## config.mk

```make
export PLATFORM = sky130hd
export DESIGN_NAME = button_cmd_controller_flat
export DESIGN_NICKNAME = d
export VERILOG_FILES = /design/src/rtl/button_cmd_controller_pkg.sv /design/src/rtl/button_cmd_controller_if.sv /design/src/rtl/button_cmd_controller_button_channel.sv /design/src/rtl/button_cmd_controller.sv /design/src/flat_wrapper.sv
export SDC_FILE = /design/constraint.sdc
export NUM_CORES = 1
export LEC_CHECK = 0
export BUFFER_PORTS_ARGS = -buffer_cell sky130_fd_sc_hd__buf_2
export CAP_MARGIN = 20
export CELL_PAD_IN_SITES_DETAIL_PLACEMENT = 0
export CELL_PAD_IN_SITES_GLOBAL_PLACEMENT = 1
export CORE_UTILIZATION = 49
export CTS_CLUSTER_DIAMETER = 60
export DETAILED_ROUTE_END_ITERATION = 8
export GPL_TIMING_DRIVEN = 0
export PLACE_DENSITY_LB_ADDON = 0.1
export SLEW_MARGIN = 5
export SYNTH_ARGS = -nofsm -noshare
export SYNTH_HDL_FRONTEND = slang
export SYNTH_SLANG_ARGS = --single-unit
```

## constraint.sdc

```tcl
create_clock -name clk -period 2.8 [get_ports clk]
set_clock_uncertainty 0.15 [all_clocks]
set_input_delay 0.56 -clock clk [delete_from_list [all_inputs] [get_ports clk]]
set_output_delay 0.56 -clock clk [all_outputs]
set_load 0.02 [all_outputs]
```

## src/rtl/button_cmd_controller_pkg.sv

```systemverilog
`default_nettype none
// ---------------------------------------------------------------------------
// button_cmd_controller_pkg
// Shared FSM state type and default timing constants for the button controller.
// Rev 1.0
// ---------------------------------------------------------------------------
package button_cmd_controller_pkg;

  typedef enum logic [0:0] {
    S_IDLE    = 1'b0,
    S_PRESENT = 1'b1
  } state_t;

  localparam int c_DEF_N_BTN         = 4;
  localparam int c_DEF_DEBOUNCE_CYC  = 10000;
  localparam int c_DEF_REPEAT_DELAY  = 200000;
  localparam int c_DEF_REPEAT_PERIOD = 50000;

endpackage
`default_nettype wire

```

## src/rtl/button_cmd_controller_if.sv

```systemverilog
`default_nettype none
// ---------------------------------------------------------------------------
// button_cmd_controller_if
// Command handshake between the controller (master) and its consumer (slave).
// Rev 1.0
// ---------------------------------------------------------------------------
interface button_cmd_controller_if #(
  parameter int N_BTN = 4
);
  logic                       cmd_valid;
  logic                       cmd_ready;
  logic [$clog2(N_BTN)-1:0]   cmd_id;

  modport master (output cmd_valid, output cmd_id, input cmd_ready);
  modport slave  (input cmd_valid, input cmd_id, output cmd_ready);
endinterface
`default_nettype wire

```

## src/rtl/button_cmd_controller_button_channel.sv

```systemverilog
`default_nettype none
// ---------------------------------------------------------------------------
// button_channel
// One button: synchronizer, debounce, hold/auto-repeat timer, event strobe.
// Rev 1.0
// ---------------------------------------------------------------------------
module button_channel
  import button_cmd_controller_pkg::*;
#(
  parameter int DEBOUNCE_CYC  = c_DEF_DEBOUNCE_CYC,
  parameter int REPEAT_DELAY  = c_DEF_REPEAT_DELAY,
  parameter int REPEAT_PERIOD = c_DEF_REPEAT_PERIOD
) (
  input  wire  clk,
  input  wire  nrst,
  input  wire  btn_raw,
  input  wire  repeat_en,
  output logic btn_level,
  output logic evt
);

  localparam int c_DW       = $clog2(DEBOUNCE_CYC);
  localparam int c_HOLD_MAX = (REPEAT_DELAY > REPEAT_PERIOD) ? REPEAT_DELAY : REPEAT_PERIOD;
  localparam int c_HW       = $clog2(c_HOLD_MAX + 1);

  localparam logic [c_DW-1:0] c_DEB_LAST = c_DW'(DEBOUNCE_CYC - 1);
  localparam logic [c_HW-1:0] c_DLY_LAST = c_HW'(REPEAT_DELAY - 1);
  localparam logic [c_HW-1:0] c_PER_LAST = c_HW'(REPEAT_PERIOD - 1);
  localparam logic [c_HW-1:0] c_HOLD_SAT = {c_HW{1'b1}};

  logic            r_sync1, r_sync2;
  logic [c_DW-1:0] r_deb_cnt;
  logic            r_level;
  logic [c_HW-1:0] r_hold_cnt;
  logic            r_rep_phase;

  logic            w_diff, w_flip, w_hold_act, w_hold_hit;
  logic [c_HW-1:0] w_hold_tgt;

  assign w_diff     = r_sync2 != r_level;
  assign w_flip     = w_diff && (r_deb_cnt == c_DEB_LAST);
  assign w_hold_act = r_level && repeat_en;
  // First repeat waits the long delay, later ones the shorter period.
  assign w_hold_tgt = r_rep_phase ? c_PER_LAST : c_DLY_LAST;
  assign w_hold_hit = w_hold_act && (r_hold_cnt == w_hold_tgt);

  always_ff @(posedge clk or negedge nrst) begin
    if (!nrst) begin
      r_sync1 <= 1'b0;
      r_sync2 <= 1'b0;
    end else begin
      r_sync1 <= btn_raw;
      r_sync2 <= r_sync1;
    end
  end

  always_ff @(posedge clk or negedge nrst) begin
    if (!nrst) begin
      r_deb_cnt <= '0;
      r_level   <= 1'b0;
    end else if (!w_diff) begin
      r_deb_cnt <= '0;
    end else if (w_flip) begin
      r_deb_cnt <= '0;
      r_level   <= ~r_level;
    end else begin
      r_deb_cnt <= r_deb_cnt + c_DW'(1);
    end
  end

  always_ff @(posedge clk or negedge nrst) begin
    if (!nrst) begin
      r_hold_cnt  <= '0;
      r_rep_phase <= 1'b0;
    end else if (!w_hold_act) begin
      r_hold_cnt  <= '0;
      r_rep_phase <= 1'b0;
    end else if (w_hold_hit) begin
      r_hold_cnt  <= '0;
      r_rep_phase <= 1'b1;
    end else if (r_hold_cnt != c_HOLD_SAT) begin
      r_hold_cnt  <= r_hold_cnt + c_HW'(1);
    end
  end

  assign btn_level = r_level;
  assign evt       = (w_flip && !r_level) || w_hold_hit;

endmodule
`default_nettype wire

```

## src/rtl/button_cmd_controller.sv

```systemverilog
`default_nettype none
// ---------------------------------------------------------------------------
// button_cmd_controller
// Per-button channels feeding pending bits, a round-robin arbiter and the
// command presentation FSM.  Rev 1.0
// ---------------------------------------------------------------------------
module button_cmd_controller
  import button_cmd_controller_pkg::*;
#(
  parameter int N_BTN         = c_DEF_N_BTN,
  parameter int DEBOUNCE_CYC  = c_DEF_DEBOUNCE_CYC,
  parameter int REPEAT_DELAY  = c_DEF_REPEAT_DELAY,
  parameter int REPEAT_PERIOD = c_DEF_REPEAT_PERIOD
) (
  input  wire                          clk,
  input  wire                          nrst,
  input  wire  [N_BTN-1:0]             btn_raw,
  input  wire  [N_BTN-1:0]             repeat_en,
  output logic [N_BTN-1:0]             btn_level,
  output logic                         overflow,
  button_cmd_controller_if.master      cmd_if
);

  localparam int c_IW = $clog2(N_BTN);

  logic [N_BTN-1:0] w_evt;
  logic [N_BTN-1:0] w_clr;
  logic [N_BTN-1:0] r_pend;
  logic             r_ovf;
  logic [c_IW-1:0]  r_cmd_id, w_id_nx;
  logic [c_IW-1:0]  r_rr, w_rr_nx;
  logic [c_IW-1:0]  w_win;
  logic             w_any;
  state_t           r_state, w_state_nx;

  for (genvar g = 0; g < N_BTN; g++) begin : g_chan
    button_channel #(
      .DEBOUNCE_CYC (DEBOUNCE_CYC),
      .REPEAT_DELAY (REPEAT_DELAY),
      .REPEAT_PERIOD(REPEAT_PERIOD)
    ) u_chan (
      .clk      (clk),
      .nrst     (nrst),
      .btn_raw  (btn_raw[g]),
      .repeat_en(repeat_en[g]),
      .btn_level(btn_level[g]),
      .evt      (w_evt[g])
    );
  end

  // Scan downward in offset so the nearest set bit at/after r_rr wins.
  always_comb begin
    int              j;
    logic [c_IW-1:0] idx;
    w_win = '0;
    w_any = 1'b0;
    j     = 0;
    idx   = '0;
    for (int i = N_BTN - 1; i >= 0; i--) begin
      j = int'(r_rr) + i;
      if (j >= N_BTN) j = j - N_BTN;
      idx = c_IW'(j);
      if (r_pend[idx]) begin
        w_win = idx;
        w_any = 1'b1;
      end
    end
  end

  always_comb begin
    w_state_nx = r_state;
    w_id_nx    = r_cmd_id;
    w_rr_nx    = r_rr;
    w_clr      = '0;
    case (r_state)
      S_IDLE: begin
        if (w_any) begin
          w_state_nx   = S_PRESENT;
          w_id_nx      = w_win;
          w_clr[w_win] = 1'b1;
        end
      end
      S_PRESENT: begin
        if (cmd_if.cmd_ready) begin
          w_state_nx = S_IDLE;
          w_rr_nx    = (r_cmd_id == c_IW'(N_BTN - 1)) ? '0 : r_cmd_id + c_IW'(1);
        end
      end
      default: w_state_nx = S_IDLE;
    endcase
  end

  always_ff @(posedge clk or negedge nrst) begin
    if (!nrst) begin
      r_state  <= S_IDLE;
      r_cmd_id <= '0;
      r_rr     <= '0;
    end else begin
      r_state  <= w_state_nx;
      r_cmd_id <= w_id_nx;
      r_rr     <= w_rr_nx;
    end
  end

  // A fresh event on a bit being granted this edge is kept, not counted as overflow.
  always_ff @(posedge clk or negedge nrst) begin
    if (!nrst) begin
      r_pend <= '0;
      r_ovf  <= 1'b0;
    end else begin
      r_pend <= (r_pend & ~w_clr) | w_evt;
      r_ovf  <= |(w_evt & r_pend & ~w_clr);
    end
  end

  assign overflow         = r_ovf;
  assign cmd_if.cmd_valid = (r_state == S_PRESENT);
  assign cmd_if.cmd_id    = r_cmd_id;

endmodule
`default_nettype wire

```

## src/flat_wrapper.sv

```systemverilog
// flat-port wrapper written by rule: the top's interface ports become plain ports
module button_cmd_controller_flat import button_cmd_controller_pkg::*;
#(
  parameter int N_BTN         = c_DEF_N_BTN,
  parameter int DEBOUNCE_CYC  = c_DEF_DEBOUNCE_CYC,
  parameter int REPEAT_DELAY  = c_DEF_REPEAT_DELAY,
  parameter int REPEAT_PERIOD = c_DEF_REPEAT_PERIOD
)
  (clk, nrst, btn_raw, repeat_en, btn_level, overflow, cmd_if_cmd_valid, cmd_if_cmd_id, cmd_if_cmd_ready);
  button_cmd_controller_if #(.N_BTN(N_BTN)) cmd_if_i ();
  input  wire clk;
  input  wire nrst;
  input  wire  [N_BTN-1:0] btn_raw;
  input  wire  [N_BTN-1:0] repeat_en;
  output logic [N_BTN-1:0] btn_level;
  output logic overflow;
  output wire logic [$bits(cmd_if_i.cmd_valid)-1:0] cmd_if_cmd_valid;
  output wire logic [$bits(cmd_if_i.cmd_id)-1:0] cmd_if_cmd_id;
  input wire logic [$bits(cmd_if_i.cmd_ready)-1:0] cmd_if_cmd_ready;
  assign cmd_if_cmd_valid = cmd_if_i.cmd_valid;
  assign cmd_if_cmd_id = cmd_if_i.cmd_id;
  assign cmd_if_i.cmd_ready = cmd_if_cmd_ready;
  button_cmd_controller #(.N_BTN(N_BTN), .DEBOUNCE_CYC(DEBOUNCE_CYC), .REPEAT_DELAY(REPEAT_DELAY), .REPEAT_PERIOD(REPEAT_PERIOD)) u_core (.clk(clk), .nrst(nrst), .btn_raw(btn_raw), .repeat_en(repeat_en), .btn_level(btn_level), .overflow(overflow), .cmd_if(cmd_if_i));
endmodule
```

==> results of run 1 <==
-- through the flow --
stage	hold slack [ns]	total power [mW]	worst slack (ns)
after floorplan	0.114	2.62	0.729
after global placement	0.184	2.76	-1.23
after detailed placement	0.185	2.77	0.415
after CTS	0.0846	5.05	0.404
after global routing	0.0841	5.20	0.179
final	0.105	4.97	0.399
-- registers in the layout, indices dropped and copies added, names as in the netlist --
name / flops
u_core.g_chan.u_chan.btn_level: 4
u_core.g_chan.u_chan.r_sync2: 4
u_core.g_chan.u_chan.r_hold_cnt: 72
u_core.g_chan.u_chan.r_rep_phase: 4
u_core.cmd_if.cmd_valid: 1
u_core.r_pend: 4
u_core.overflow: 1
u_core.cmd_if.cmd_id: 2
u_core.g_chan.u_chan.r_deb_cnt: 56
u_core.g_chan.u_chan.r_sync1: 4
u_core.r_rr: 2
-- cells in the mapped netlist, drive strengths merged (3+ instances only) --
library cell  count
a211oi           10
a21o              3
a21oi            33
a311oi            3
and2             16
and3             26
and4             14
buf              19
clkbuf           11
dfrtp           154
ha                9
inv               8
mux2              5
mux2i             7
nand2            71
nand2b            3
nand3            44
nand4            25
nor2            143
nor3             21
nor3b             7
nor4              7
nor4b            10
nor4bb            3
o2111ai           7
o211ai            9
o21ai            21
o221ai            3
o31ai             4
or3               5
or4               4
xnor2            47
xor2             51
-- cell type report --
cell class                      count  area share, %
Inverter                            8          0.339
Tap cell                          211           2.98
Clock inverter                      9           1.07
Multi-Input combinational cell    632           43.2
Timing Repair Buffer               20           1.55
Buffer                             30           1.89
Clock buffer                       22           5.47
Sequential cell                   154           43.5
-- power groups by stage --
| stage | clock network [mW] | registers (mW) | logic [mW] |
|---|---|---|---|
| 2_1_floorplan | 0 | 2.43 | 0.186 |
| 3_3_place_gp | 0 | 2.42 | 0.334 |
| 3_5_place_dp | 0 | 2.43 | 0.347 |
| 4_1_cts | 2.30 | 2.39 | 0.354 |
| 5_1_grt | 2.39 | 2.40 | 0.407 |
| 6_report | 2.24 | 2.39 | 0.344 |
-- metal layers --
layer,global-route usage (%),vias to the layer above
met5,0,-
met4,4.78,0
met3,4.70,7
met2,33.4,72
met1,28.1,2944
li1,-,2975
-- worst register-to-register path: cells and delay by family, from the launching register on --
family | cells | cell delay, ns
adder cells (fa/ha/maj) | 1 | 0.29
AND/OR/NAND/NOR | 4 | 1.00
flip-flops | 1 | 0.41
AO/OA/AOI/OAI | 1 | 0.17
buffers and inverters | 2 | 0.29
-- worst paths after layout --
check | end | slack [ns] | startpoint
worst min register to register | u_core.g_chan[2].u_chan.r_sync2 | 0.20 | u_core.g_chan[2].u_chan.r_sync1
max in group asynchronous | u_core.g_chan[2].u_chan.r_deb_cnt[4] | 1.18 | nrst
worst max register to register | u_core.g_chan[1].u_chan.r_hold_cnt[3] | 0.40 | u_core.g_chan[1].u_chan.r_hold_cnt[0]
worst max-delay path | u_core.g_chan[1].u_chan.r_hold_cnt[3] | 0.40 | u_core.g_chan[1].u_chan.r_hold_cnt[0]
min in group asynchronous | u_core.g_chan[0].u_chan.r_deb_cnt[2] | 0.49 | nrst
worst min-delay path | u_core.g_chan[2].u_chan.r_sync1 | 0.10 | btn_raw[2]
-- kinds of logic (layout without fill, tap and decap cells) --
kind of cell             Yosys count  in the layout  share of synthesized area [%]
buffers and inverters             38             89                           2.51
multiplexers                      12             12                           1.60
AND/OR/NAND/NOR                  409            409                           26.1
AO/OA/AOI/OAI                    104            104                           8.53
flip-flops                       154            154                           48.9
XOR/XNOR                          98             98                           10.9
adder cells (fa/ha/maj)            9              9                           1.43
-- what timing repair did --
item | CTS | global route
endpoints found under the setup margin | 0 | 0
hold endpoints to repair | 47 | 0
hold buffers | 1 | 0
==> impl_metrics.json, run 1 <==
{
  "grt_usage_pct": 20.6,
  "status": "finished, final reports clean",
  "yosys_warnings": 0,
  "synthFlopType": "dfrtp_1",
  "layoutNonFillerInstCount": 1086,
  "most-common-layout-cells": "154 x dfrtp_1, 143 x nor2_1, 71 x nand2_1",
  "drt_wl_total_mm": 15.7,
  "ys_types": 56,
  "cp-end-kind": "register",
  "initial_core_util_pct": 51.1,
  "crit_family": "simple AND/OR/NAND/NOR gates",
  "p_per_area_nw_per_um2": 561,
  "slowest_delay_ns": 0.46,
  "fin_crit_ns": 2.40,
  "synth_top_area_cell": "dfrtp_1",
  "grt_max_degree": 108,
  "ys_ff_latch": 154,
  "cp_common_cell": "buf_6",
  "fp.dieArea_um2": 16600,
  "synth_edf_count": 0,
  "antenna_found_initial": 0,
  "avgSynthCellArea_um2": 9.56,
  "n_fill_cell": 1408,
  "async_reset_ff_share_pct": 100,
  "syn_to_final_growth_pct": 12.5,
  "cp_max_fo": 10,
  "grt_pass1_vias": 5840,
  "final_cell_area_um2": 8860,
  "critPathBufInv": 2,
  "cp_slowest_cell": "or4_1",
  "syn_area_um2": 7880,
  "setup_viol": 0,
  "cts.sinks": 154,
  "power_frac_comb_pct": 6.9,
  "drive_above_1_share_pct": 8.91,
  "maxSlewHeadroom_pct": 49.1,
  "p_switching_mw": 1.15,
  "grt_pass1_wl_mm": 27.4,
  "route.met2.wl_mm": 7.42,
  "diodes": 0,
  "drtIter0Drc": 236,
  "clk_latency_ns": 0.41,
  "cts_resized": 0,
  "root_buffer": "clkbuf_16",
  "cp.required_ns": 2.95,
  "path_depth": 8,
  "drc": 0,
  "cp-start-kind": "register",
  "regArea_um2": 3850,
  "die_w_um": 129,
  "whs_path_depth": 1,
  "highest_layer": "met4",
  "numCtsBuffers": 17,
  "rr_worst_depth": 8,
  "synth.area.top_cells": "dfrtp_1 49%, nor2_1 6.8%, xor2_1 5.7%",
  "design.core.area_um2": 15400,
  "crit_arrival_ns": 2.55,
  "intPower_mw": 3.82,
  "cts_max_path_buffers": 2,
  "critPathKind": "register to register",
  "hold_viol": 0,
  "period_share_pct": 85.8,
  "cts_tree": "built",
  "fin_setup_tns_ns": 0,
  "ant_nets": 0,
  "met1_length_mm": 7.81,
  "wl_met3_um": 441,
  "max_freq_ghz": 0.416,
  "num_io_pins": 19,
  "port_buffers": 18,
  "place_area_um2": 8270,
  "leakage_nw": 3.66,
  "hp-class": "input pin to register",
  "switching_share_pct": 23.2,
  "multi_input_area_um2": 3820,
  "gp_congestion": 0.855,
  "dp_cells": 1054,
  "ys_seq_area_share_pct": 48.9,
  "seq_power_share_pct": 48.1,
  "maxCapViolCount": 0,
  "wl_per_cell_um": 14.5,
  "vias": 5998,
  "avgViaCountPerCell": 5.52,
  "grt.overflow.total": 0,
  "rsz0062_at_grt": "no",
  "mostFrequentLayoutCell": "dfrtp_1",
  "clockPowerShare_pct": 45.0,
  "report.final.slew_viol_count": 0,
  "final_core_util_pct": 57.4,
  "synth_fp_nets": 844,
  "synthCells": 824,
  "first_pass_iters": 4,
  "worst_slew_pin_slew_ns": 0.756,
  "fin_nets": 883,
  "worstPathCellList": "ha_1, nand4_1, or4_1, nor3_2, a21o_1, buf_6, buf_6, nor2_1",
  "post_cts_buffers": 0,
  "htree_levels": 4,
  "path_clk_slew_ns": 0.06,
  "peakVddDrop_mv": 0.540,
  "die_h_um": 129,
  "place_hpwl_mm": 10.8,
  "fp-row-count": 45,
  "netlist.area_leader.share_pct": 48.9
}
(Power assumes the default switching activity.)
==> inputs of run 2 (changes only) <==
REMOVE_ABC_BUFFERS = 1   (was unset)
==> run 2 against run 1 <==
Compared with the run above:
- hold slack worse by 0.012 ns
- combinational power about the same
- flip-flop and latch count unchanged
- non-clock buffer count down 28
- clock power up 5%
- routed wire length down 1.8%
- register-to-register slack worse by 0.09 ns
- critical path type unchanged
- core utilization down 0.81 points
- largest power group unchanged
- critical path depth down 2
- final area down 1.4%
- die area unchanged
==> impl_metrics.json, run 2 (synthesis gave the netlist of run 1 again) <==
{
  "status": "finished, final reports clean",
  "clk_latency_ns": 0.42,
  "slowest_delay_ns": 0.50,
  "fin_setup_tns_ns": 0,
  "fp.dieArea_um2": 16600,
  "path_clk_slew_ns": 0.06,
  "p_per_area_nw_per_um2": 584,
  "rsz0062_at_grt": "no",
  "post_cts_buffers": 0,
  "setup_viol": 0,
  "cp-start-kind": "register",
  "place_hpwl_mm": 10.5,
  "grt.overflow.total": 0,
  "fin_crit_ns": 2.49,
  "design_power_total_mw": 5.10,
  "most-common-layout-cells": "154 x dfrtp_1, 143 x nor2_1, 71 x nand2_1",
  "cp-end-kind": "register",
  "cts_tree": "built",
  "drt_wl_total_mm": 15.5,
  "hp-class": "input pin to register",
  "cp_max_fo": 18,
  "preCtsSetupSlack_ns": 0.246,
  "die_w_um": 129,
  "fp-row-count": 45,
  "finalWorstSetupSlack_ns": 0.312,
  "drtIter0Drc": 236,
  "fin_nets": 855,
  "hold_viol": 0,
  "numCtsBuffers": 17,
  "avgViaCountPerCell": 5.55,
  "grt_usage_pct": 20.5,
  "crit_family": "simple AND/OR/NAND/NOR gates",
  "cp_slowest_cell": "a21o_1",
  "syn_to_final_growth_pct": 10.9,
  "worstPathCellList": "ha_1, nand4_1, or4_1, nor3_2, a21o_1, nor3_1",
  "period_share_pct": 88.8,
  "cts.sinks": 154,
  "cp.required_ns": 2.93,
  "root_buffer": "clkbuf_16",
  "report.final.slew_viol_count": 0,
  "n_fill_cell": 1407,
  "crit_arrival_ns": 2.62,
  "die_h_um": 129,
  "gp_congestion": 0.814,
  "largest_register_ff_count": 72,
  "grt_pass1_wl_mm": 27.1,
  "num_io_pins": 19,
  "leakage_nw": 3.58,
  "grt_pass1_vias": 5853,
  "biggestRegsByFlops": "u_core.g_chan.u_chan.r_hold_cnt x72, u_core.g_chan.u_chan.r_deb_cnt x56",
  "ant_nets": 0,
  "worst_slew_pin_slew_ns": 0.681,
  "final_core_util_pct": 56.6,
  "critPathKind": "register to register",
  "grt_max_degree": 104,
  "max_freq_ghz": 0.402,
  "initial_core_util_pct": 51.1,
  "holdWs_ns": 0.0931,
  "drc": 0,
  "critPathBufInv": 0,
  "htree_levels": 4,
  "mostFrequentLayoutCell": "dfrtp_1",
  "rr_worst_depth": 6,
  "diodes": 0,
  "antenna_found_initial": 0,
  "wl_per_cell_um": 14.6,
  "cts_max_path_buffers": 2,
  "first_pass_iters": 4,
  "path_depth": 6,
  "vias": 5878,
  "maxCapViolCount": 0,
  "max_flop_register": "u_core.g_chan.u_chan.r_hold_cnt",
  "drive_above_1_share_pct": 7.08,
  "design.core.area_um2": 15400,
  "port_buffers": 18,
  "whs_path_depth": 1,
  "maxSlewHeadroom_pct": 54.2,
  "peakVddDrop_mv": 0.470
}
[run 2: report_power, final]
group          internal (mW)  switching [mW]
sequential              2.30          0.0908
combinational          0.124           0.223
clock                   1.49           0.872
total                   3.91            1.19
[run 2: final timing paths]
kind	start	end	slack, ns
max in group asynchronous	nrst	u_core.g_chan[2].u_chan.r_deb_cnt[6]	1.19
worst max-delay path	u_core.g_chan[1].u_chan.r_hold_cnt[0]	u_core.g_chan[1].u_chan.r_hold_cnt[10]	0.31
worst min-delay path	btn_raw[3]	u_core.g_chan[3].u_chan.r_sync1	0.09
worst min register to register	u_core.g_chan[3].u_chan.r_sync1	u_core.g_chan[3].u_chan.r_sync2	0.20
worst max register to register	u_core.g_chan[1].u_chan.r_hold_cnt[0]	u_core.g_chan[1].u_chan.r_hold_cnt[10]	0.31
min in group asynchronous	nrst	u_core.g_chan[0].u_chan.r_deb_cnt[0]	0.49
[run 2: per-stage QoR]
| step | cell area [um2] | cells |
|---|---|---|
| CTS | 8730 | 1059 |
| finish | 8730 | 1059 |
| global placement | 8060 | 1023 |
| floorplan | 7710 | 794 |
| detailed placement | 8120 | 1026 |
| global route | 8730 | 1059 |
[run 2: per-layer routing]
metal | vias to the layer above | share of wire, % | track usage [%]
li1 | 2929 | - | -
met2 | 73 | 46 | 33.3
met4 | 0 | 1.5 | 7.40
met5 | - | 0 | 0
met3 | 21 | 3.0 | 4.07
met1 | 2855 | 49 | 27.2
[run 2: cell type report]
type | count | area, um2 | share of cell area [%]
multi-input cells | 632 | 3820 | 43.8
flip-flops and latches | 154 | 3850 | 44.1
well taps | 211 | 264 | 3.02
clock buffers | 24 | 492 | 5.63
inverters | 8 | 30.0 | 0.344
clock inverters | 8 | 115 | 1.32
repair buffers | 22 | 153 | 1.75
[run 2: what timing repair did]
action | 4_1_cts | 5_1_grt
resized for setup | 0 | 0
endpoints found under the hold margin | 51 | 0
hold buffers | 1 | 0
==> inputs of run 3 (changes only) <==
CORE_UTILIZATION = 42   (was 49)
==> run 3 against run 2 <==
Compared with the run above:
- core utilization decreased by 8.4 points
- global-route usage fell by 2.6 points
- fmax up 2.3%
- total power is 0.29% lower
- clock power about the same
- worst setup slack gained 0.057 ns
- routed wire length is 2.8% higher
- critical path depth unchanged
- via count down 0.24%
- register-to-register slack better by 0.06 ns
- first-iteration DRC count up 56%
- largest cell class unchanged
==> impl_metrics.json, run 3 (synthesis gave the netlist of run 1 again) <==
{
  "cp-end-kind": "register",
  "fp.dieArea_um2": 19300,
  "grt_usage_pct": 17.9,
  "largest_register_ff_count": 72,
  "vias": 5864,
  "place_hpwl_mm": 10.7,
  "finalWorstSetupSlack_ns": 0.370,
  "preCtsSetupSlack_ns": 0.194,
  "dp_cells": 1044,
  "fin_crit_ns": 2.43,
  "initial_core_util_pct": 43.4,
  "wl_per_cell_um": 14.8,
  "maxSlewHeadroom_pct": 47.3,
  "grt_pass1_vias": 5752,
  "drtIter0Drc": 367,
  "rsz0062_at_grt": "no",
  "syn_to_final_growth_pct": 11.1,
  "status": "finished, final reports clean",
  "grt_max_degree": 98,
  "grt_pass1_wl_mm": 27.9,
  "period_share_pct": 86.8,
  "biggestRegsByFlops": "u_core.g_chan.u_chan.r_hold_cnt x72, u_core.g_chan.u_chan.r_deb_cnt x56",
  "worst_slew_pin_slew_ns": 0.783,
  "antenna_found_initial": 0,
  "htree_levels": 4,
  "cp.required_ns": 2.93,
  "die_w_um": 139,
  "numCtsBuffers": 17,
  "most-common-layout-cells": "154 x dfrtp_1, 143 x nor2_1, 71 x nand2_1",
  "multi_input_area_um2": 3830,
  "critPathKind": "register to register",
  "drc": 0,
  "num_io_pins": 19,
  "cts_tree": "built",
  "drive_above_1_share_pct": 7.22,
  "root_buffer": "clkbuf_16",
  "report.final.slew_viol_count": 0,
  "clk_latency_ns": 0.42,
  "die_h_um": 139,
  "cts.sinks": 154,
  "post_cts_buffers": 0,
  "avgViaCountPerCell": 5.46,
  "drt_wl_total_mm": 15.9,
  "hold_viol": 0,
  "layoutNonFillerInstCount": 1074,
  "diodes": 0,
  "port_buffers": 18,
  "cts_max_path_buffers": 2,
  "gp_congestion": 0.825,
  "first_pass_iters": 6,
  "fp-row-count": 49,
  "grt.overflow.total": 0,
  "path_clk_slew_ns": 0.06,
  "design.core.area_um2": 18100,
  "crit_arrival_ns": 2.56,
  "mostFrequentLayoutCell": "dfrtp_1",
  "peakVddDrop_mv": 0.364,
  "cp_max_fo": 18,
  "regArea_um2": 3850,
  "worstPathCellList": "ha_1, nand3_1, or4_1, a21oi_1, or2_1, nor3_1",
  "setup_viol": 0,
  "n_fill_cell": 1701,
  "p_per_area_nw_per_um2": 581,
  "max_flop_register": "u_core.g_chan.u_chan.r_hold_cnt",
  "max_freq_ghz": 0.411,
  "cp_slowest_cell": "or4_1",
  "fin_nets": 855,
  "ant_nets": 0,
  "slowest_delay_ns": 0.58,
  "maxCapViolCount": 0,
  "leakage_nw": 3.57,
  "hp-class": "input pin to register",
  "cp-start-kind": "register"
}
## run 3: cell types whose count changed in the layout (fill, tap and decap cells not counted), sizes merged
cell / before / now
clkbuf: 24 / 21
## run 3: cell type report
cell class	instances	area share (%)
sequential	154	44.1
multi-input combinational	632	43.7
clock buffer	21	5.49
tap	229	3.28
timing repair buffer	22	1.74
clock inverter	8	1.36
inverter	8	0.343
## run 3: path summary, 6_finish.rpt
path,startpoint,to,slack (ns),depth (start not counted)
max,u_core.g_chan[2].u_chan.r_hold_cnt[0],u_core.g_chan[2].u_chan.r_hold_cnt[14],0.37,6
min,btn_raw[2],u_core.g_chan[2].u_chan.r_sync1,0.09,1
max reg2reg,u_core.g_chan[2].u_chan.r_hold_cnt[0],u_core.g_chan[2].u_chan.r_hold_cnt[14],0.37,6
min reg2reg,u_core.g_chan[2].u_chan.r_sync1,u_core.g_chan[2].u_chan.r_sync2,0.20,0
max in group asynchronous,nrst,u_core.cmd_if.cmd_id[1],1.16,3
min in group asynchronous,nrst,u_core.g_chan[0].u_chan.r_deb_cnt[6],0.51,2
## run 3: power by group
group          switching, mW  internal, mW
Sequential            0.0882          2.30
Clock                  0.876          1.48
Combinational          0.219         0.124
## run 3: worst max-delay path, delay by kind of cell, from the launching register on
kind	cells	cell delay, ns
compound gates	1	0.13
fa+ha+maj	1	0.18
flops	1	0.40
simple gates	4	1.42
## run 3: metal layers
layer	track usage [%]	wire [um]	vias up
met5	0	0	-
met4	5.44	164	0
met2	27.8	7280	73
met3	4.39	493	11
li1	-	-	2922
met1	24.8	7960	2858
## run 3: repair_timing
item / CTS / global route
hold buffers: 1 / 0
gates resized for setup: 0 / 1
endpoints found under the setup margin: 0 / 1
endpoints found under the hold margin: 57 / 0
## run 3: stage by stage
step,instance area (um2),TNS (ns),power (mW),hold slack (ns),utilization (%)
after floorplan,7710,0,2.62,0.114,-
after global placement,8090,-194.06,2.76,0.190,44.6
after detailed placement,8140,0,2.78,0.186,44.8
after CTS,8750,0,5.17,0.0759,48.2
after global routing,8750,0,5.32,0.0695,48.2
final,8750,0,5.08,0.0944,48.2
